## config.mk

```make
export PLATFORM = sky130hd
export DESIGN_NAME = htp_punch
export DESIGN_NICKNAME = d
export VERILOG_FILES = /design/src/rtl/htp_punch.sv
export SDC_FILE = /design/constraint.sdc
export NUM_CORES = 1
export LEC_CHECK = 0
export CAP_MARGIN = 25
export CORE_MARGIN = 10
export CORE_UTILIZATION = 25
export DETAILED_ROUTE_END_ITERATION = 10
export GPL_ROUTABILITY_DRIVEN = 1
export PLACE_DENSITY = 0.5
export RECOVER_POWER = 25
export SLEW_MARGIN = 40
export SYNTH_ARGS = -nofsm -noshare
export SYNTH_HDL_FRONTEND = slang
export SYNTH_SLANG_ARGS = --single-unit
```

## constraint.sdc

```tcl
create_clock -name clk -period 4.4 [get_ports clk]
set_input_delay 1.32 -clock clk [delete_from_list [all_inputs] [get_ports clk]]
set_output_delay 1.32 -clock clk [all_outputs]
set_load 0.01 [all_outputs]
```

## src/rtl/htp_punch.sv

```systemverilog
// HITAC-10 paper-tape punch emulator: accepts CPU bytes, checks parity and queues them for a host drain port.
// Optional HTP_PUNCH_DELAY_EN adds a BUSY state that emulates mechanical punch time.
module htp_punch #(
    parameter int unsigned CH           = 1,
    parameter int unsigned DEPTH_LOG2   = 4,
    parameter int unsigned PUNCH_CYCLES = 16
) (
    input  logic                  clk,
    input  logic                  reset,
    input  logic [7:0]            H_DOUT,
    input  logic [3:0]            H_DSEL,
    input  logic                  H_DOPT,
    input  logic [3:0]            H_DREQ,
    output logic [3:0]            H_DRDY,
    output logic [7:0]            pt_data,
    output logic                  pt_valid,
    input  logic                  pt_ready,
    output logic [DEPTH_LOG2:0]   pt_count,
    output logic                  pt_perr,
    output logic                  pt_ovf,
    input  logic                  pt_clr
);

    localparam int unsigned DEPTH = 1 << DEPTH_LOG2;
    localparam int unsigned AW    = DEPTH_LOG2;
    localparam int unsigned CW    = DEPTH_LOG2 + 1;
`ifdef HTP_PUNCH_DELAY_EN
    localparam int unsigned PW    = (PUNCH_CYCLES > 1) ? $clog2(PUNCH_CYCLES) : 1;
`endif

    typedef enum logic [2:0] {
        S_IDLE   = 3'd0,
        S_PARITY = 3'd1,
        S_CHECK  = 3'd2,
`ifdef HTP_PUNCH_DELAY_EN
        S_BUSY   = 3'd3,
`endif
        S_DONE   = 3'd4
    } state_t;

    state_t          state;
    logic            dreq;
    logic            dreqd;
    logic            accept;
    logic [7:0]      dbuf;
    logic            opt;
    logic            pflg;
    logic [7:0]      pbit;
    logic            rdy;
`ifdef HTP_PUNCH_DELAY_EN
    logic [PW-1:0]   cnt;
`endif

    logic [7:0]      mem [DEPTH];
    logic [AW-1:0]   wr_ptr;
    logic [AW-1:0]   rd_ptr;
    logic [AW-1:0]   rd_next;
    logic [CW-1:0]   count;
    logic [CW-1:0]   remain;
    logic [CW-1:0]   count_n;
    logic [7:0]      head_n;
    logic            push;
    logic            push_ok;
    logic            pop;
    logic            perr_set;
    logic            ovf_set;

    // Only our channel's request line matters; the other bits are ignored.
    logic            unused_dreq;
    assign unused_dreq = ^H_DREQ;

    assign dreq     = H_DREQ[CH];
    assign accept   = (state == S_IDLE) && dreq && !dreqd && (H_DSEL == 4'(CH));
    assign push     = (state == S_CHECK);
    assign perr_set = push && !opt && pflg;
    assign ovf_set  = push && !push_ok;
    assign pt_count = count;

    always_comb begin
        H_DRDY     = '0;
        H_DRDY[CH] = rdy;
    end

    // Fullness is judged after a same-cycle pop so push+pop on a full FIFO succeeds.
    always_comb begin
        pop     = pt_ready && (count != '0);
        remain  = count - CW'(pop);
        push_ok = push && (remain < CW'(DEPTH));
        rd_next = rd_ptr + AW'(pop);
        count_n = remain + CW'(push_ok);
        if (remain == '0) begin
            head_n = push_ok ? dbuf : pt_data;
        end else begin
            head_n = mem[rd_next];
        end
    end

    // Handshake and bit-serial parity FSM.
    always_ff @(posedge clk) begin
        if (reset) begin
            state <= S_IDLE;
            dreqd <= 1'b0;
            dbuf  <= '0;
            opt   <= 1'b0;
            pflg  <= 1'b0;
            pbit  <= '0;
            rdy   <= 1'b0;
`ifdef HTP_PUNCH_DELAY_EN
            cnt   <= '0;
`endif
        end else begin
            dreqd <= dreq;
            case (state)
                S_IDLE: begin
                    if (accept) begin
                        dbuf  <= H_DOUT;
                        opt   <= H_DOPT;
                        pflg  <= 1'b0;
                        pbit  <= 8'h01;
                        state <= S_PARITY;
                    end
                end
                S_PARITY: begin
                    if ((dbuf & pbit) != 8'h00) begin
                        pflg <= ~pflg;
                    end
                    pbit <= {pbit[6:0], 1'b0};
                    if (pbit[7]) begin
                        state <= S_CHECK;
                    end
                end
                S_CHECK: begin
`ifdef HTP_PUNCH_DELAY_EN
                    cnt   <= '0;
                    state <= S_BUSY;
`else
                    rdy   <= 1'b1;
                    state <= S_DONE;
`endif
                end
`ifdef HTP_PUNCH_DELAY_EN
                S_BUSY: begin
                    if (cnt == PW'(PUNCH_CYCLES - 1)) begin
                        rdy   <= 1'b1;
                        state <= S_DONE;
                    end else begin
                        cnt <= cnt + PW'(1);
                    end
                end
`endif
                S_DONE: begin
                    if (!dreq) begin
                        rdy   <= 1'b0;
                        state <= S_IDLE;
                    end
                end
                default: state <= S_IDLE;
            endcase
        end
    end

    // FIFO pointers, registered head and sticky flags; a set beats a clear.
    always_ff @(posedge clk) begin
        if (reset) begin
            wr_ptr   <= '0;
            rd_ptr   <= '0;
            count    <= '0;
            pt_data  <= '0;
            pt_valid <= 1'b0;
            pt_perr  <= 1'b0;
            pt_ovf   <= 1'b0;
        end else begin
            if (push_ok) begin
                wr_ptr <= wr_ptr + AW'(1);
            end
            rd_ptr   <= rd_next;
            count    <= count_n;
            pt_data  <= head_n;
            pt_valid <= (count_n != '0);
            if (perr_set) begin
                pt_perr <= 1'b1;
            end else if (pt_clr) begin
                pt_perr <= 1'b0;
            end
            if (ovf_set) begin
                pt_ovf <= 1'b1;
            end else if (pt_clr) begin
                pt_ovf <= 1'b0;
            end
        end
    end

    always_ff @(posedge clk) begin
        if (push_ok) begin
            mem[wr_ptr] <= dbuf;
        end
    end

endmodule

```

==> results list <==
- Of the total synthesized cell area, the portion taken by XOR and XNOR cells is 0.0181.
* Yosys warning total: 0
- Area share of and/or/nand/nor cells after synthesis: 0.0637
- For the worst setup path, the data required time is between 4 and 5 ns.
- Maximum level of the CTS H-tree: 4
- The area growth from synthesis to layout is 21.7%.
- The floorplan step set the die width to 189 um.
- Commonest non-fill, non-tap cell in the layout: sky130_fd_sc_hd__edfxtp_1
- Number of enable flip-flop cells after synthesis: about 130
* Avg Inst Size Synth: 16.3 um^2
- Maximum achievable frequency: ~280 MHz
- Total number of nets in the final design: between 500 and 600
* Via count of the first global-routing pass: about 4100
- Detailed routing inserted a total of approximately 3800 vias.
- RR Startpoint: pt_count[4]
- Post-placement setup slack: 0.335 ns
* I/O pins: 41
* Main combinational cell family by area after synthesis: multiplexers
- After synthesis, the share of flip-flops with an asynchronous set or reset is 0.
- Largest net degree at the start of global routing: 34
- TritonCTS built the clock tree.
- Most frequent cells in the layout: sky130_fd_sc_hd__edfxtp_1 (128), sky130_fd_sc_hd__dfxtp_1 (47), sky130_fd_sc_hd__nor2_1 (46)
* Hold-fix buffer count after cts: 0
- Counting every instance in the synthesized netlist gives ~440.
* Clock share of power: 0.284
- The initial utilization of the core area, before any placement, comes to 0.255.
- The cell sitting at the root of the clock tree is a sky130_fd_sc_hd__clkbuf_16.
* Number of max-cap violations: 0
- Shortest period the worst path allows: 3.63 ns
- Across the VDD grid, the largest voltage drop is roughly 0.36 mV.
- Kind of start point of the critical path: input port
- After detailed routing, the average wire length per cell comes to about 17 um.
- Across all hold checks on the routed design, the worst slack comes to 0.477 ns.
- Buffers inserted during clock tree synthesis total 17.
* Worst Max-Slew Pin Slew: roughly 1.0 ns
- The worst setup path is captured at a flop.
- Estimated wirelength of the detail-placed design: about 10000 um
- Clock transition time at the flip-flop clock pins of the worst setup and hold paths: 0.07 ns
- Worst Slack Setup Final: roughly 0.77 ns
- Internal portion of total power: 3.61 mW
- In this run the power density over the cells is 609 nW/um^2.
- No sink is reached through more buffers than the 2 on the longest clock path.
- Post-Route WL: between 15000 and 20000 um
- Combinational Power Share: 0.358
* Number of DRC markers after the initial detailed-route iteration: about 220
- Dividing the final minimum period by the clock period gives 0.824.
* Die span in y: about 190 um
- The first global-routing pass estimated approximately 24000 um of wire.
- In the global route stage, overall resource usage came out at 0.0873.
- By startpoint and endpoint, the worst setup path is classified as in -> reg.
- Adder-cell area share of the yosys netlist: 0.0176
- Number of antenna repair diodes: 0
* Final Max Tran Viols: 0
- Post-synth cell types: 44
- Sum of negative setup slack: 0 ns
- Clock tree synthesis found a total of roughly 180 sinks.
- Start point of the worst min-delay path: pt_perr
* Run status: complete, no violations
* Worst Path Arrival: 3.98 ns
- Worst setup startpoint: pt_ready
- Layout cell share with drive strength beyond 1: 0.224
* Internal reg-to-reg setup slack: approximately 1.6 ns
- The die covers ~36000 um^2.
- The core region is around 28000 um^2.
- Switching part of the total: 0.315
- For this design the static power due to leakage is just under 3 nW.
- Clock insertion delay at the later pin of the skew report: around 0.43 ns
- Flip-flop and latch count after synthesis: about 180
- Share of total power in sequential cells: 0.358
- Remaining DRCs: 0
* Final-report hold violation count: 0
- The count of buffers added on input and output ports is 34.
- Number of antenna violations at the first check in global routing: 0
- Total congestion overflow after global routing: 0
* Maximum net fanout on the critical path: 3
- Summing every instance area after synthesis gives ~7100 um^2.
- Measured against its own limit, the worst slew margin works out to 0.307.
- Most used DFF post-synth: sky130_fd_sc_hd__edfxtp_1
- After floorplanning, the core was divided into between 60 and 70 placement rows.
- Final worst clock skew: between 0.009 and 0.01 ns
- Setup violations remaining at the end of the flow were counted as 0.
- Once the clock tree was built, the resizer swapped 0 gates to a different size.
- Counting tap cells, the placed design contains a total of 855 instances.
* Net Sw Power: 1.66 mW
- Type of the tightest min-delay check: reg -> reg
* Unrepaired setup endpoints after global routing: no
- Number of nets with antenna violations after detailed routing: 0
- The first TritonRoute pass finished after 5 iterations.
- Total power of the final layout: 5.27 mW
- Number of vias per cell: around 4.3
- After the flow finishes, the layout carries non-filler instances totaling 887.
- Post-synthesis sequential area ratio: 0.673
- The congestion estimate from routability-driven global placement came to roughly 0.78.
* Post-CTS setup repair buffer count: 0
* Synth Area in Compound Gates: 0.0563
* Mux cell area share after synthesis: 0.149
[final cells by class]
cell class	count	area, um^2
clock inverters	15	171
fillers	2772	19300
flip-flops and latches	175	4780
repair buffers	63	579
multi-input cells	229	2180
inverters	10	37.5
clock buffers	17	425
well taps	378	473
[final timing paths]
check / endpoint / depth (start not counted)
worst max register to register: pt_valid / 12
worst max-delay path: pt_valid / 12
worst min register to register: pt_perr / 2
worst min-delay path: pt_perr / 2
[Yosys cell counts, types with 8 or more instances]
master,count,share of area
sky130_fd_sc_hd__edfxtp_1,128,0.54
sky130_fd_sc_hd__clkbuf_1,11,0.0058
sky130_fd_sc_hd__nor2_1,46,0.024
sky130_fd_sc_hd__nor3_1,8,0.0056
sky130_fd_sc_hd__mux4_2,32,0.10
sky130_fd_sc_hd__nand2_1,8,0.0042
sky130_fd_sc_hd__dfxtp_1,47,0.13
sky130_fd_sc_hd__ha_1,10,0.018
sky130_fd_sc_hd__a22oi_1,9,0.0095
sky130_fd_sc_hd__a21o_2,8,0.0099
sky130_fd_sc_hd__a221oi_2,8,0.017
sky130_fd_sc_hd__mux2i_1,34,0.048
sky130_fd_sc_hd__inv_1,10,0.0053
[cell families (layout without fill, tap and decap cells)]
kind of cell,after synthesis,count (layout)
DFF,175,175
muxes,66,66
buffers and inverters,33,105
AOI/OAI and AO/OA,47,47
other,1,3
xor gates and xnor gates,13,13
adders and majority gates,10,10
and+or+nand+nor,90,90
[state kept, by name (all words and copies together), names as in the netlist]
signal / flops
dreqd: 1
pt_count: 5
wr_ptr: 4
pt_ovf: 1
state: 3
rdy: 1
mem: 128
rd_ptr: 4
pt_data: 8
pbit: 8
pflg: 1
dbuf: 8
pt_valid: 1
pt_perr: 1
opt: 1
[power by group through the flow]
stage	logic, mW	clock network, mW	registers (mW)
after CTS	1.95	1.53	1.89
after detailed placement	1.94	0	1.93
final	1.89	1.50	1.89
after global routing	2.07	1.60	1.90
after global placement	1.92	0	1.92
after floorplan	1.40	0	1.94
[stage by stage]
| stage | utilization | instance area (um^2) |
|---|---|---|
| floorplan | - | 7120 |
| global placement | 0.288 | 8050 |
| detailed placement | 0.289 | 8080 |
| CTS | 0.310 | 8670 |
| global route | 0.310 | 8650 |
| finish | 0.310 | 8650 |
[worst max-delay path, stage by stage]
cell and delay (ns):
sky130_fd_sc_hd__clkdlybuf4s50_1 0.45, sky130_fd_sc_hd__a21boi_0 0.26, sky130_fd_sc_hd__ha_1 0.22, sky130_fd_sc_hd__ha_1 0.17, sky130_fd_sc_hd__nor3b_2 0.26, sky130_fd_sc_hd__xor2_1 0.22, sky130_fd_sc_hd__nor2_1 0.09, sky130_fd_sc_hd__ha_1 0.23
sky130_fd_sc_hd__ha_1 0.23, sky130_fd_sc_hd__xnor2_1 0.14, sky130_fd_sc_hd__a31o_2 0.24, sky130_fd_sc_hd__a31oi_1 0.15
[routing by layer]
metal	share of wire	vias to the layer above	wire, um	global-route usage
li1	-	1794	-	-
met1	0.42	1933	6290	0.0997
met2	0.54	60	8060	0.156
met3	0.034	10	512	0.0214
met4	0.0099	0	148	0.0290
met5	0	-	0	0
Note: power is estimated with default switching activity, not from simulation.
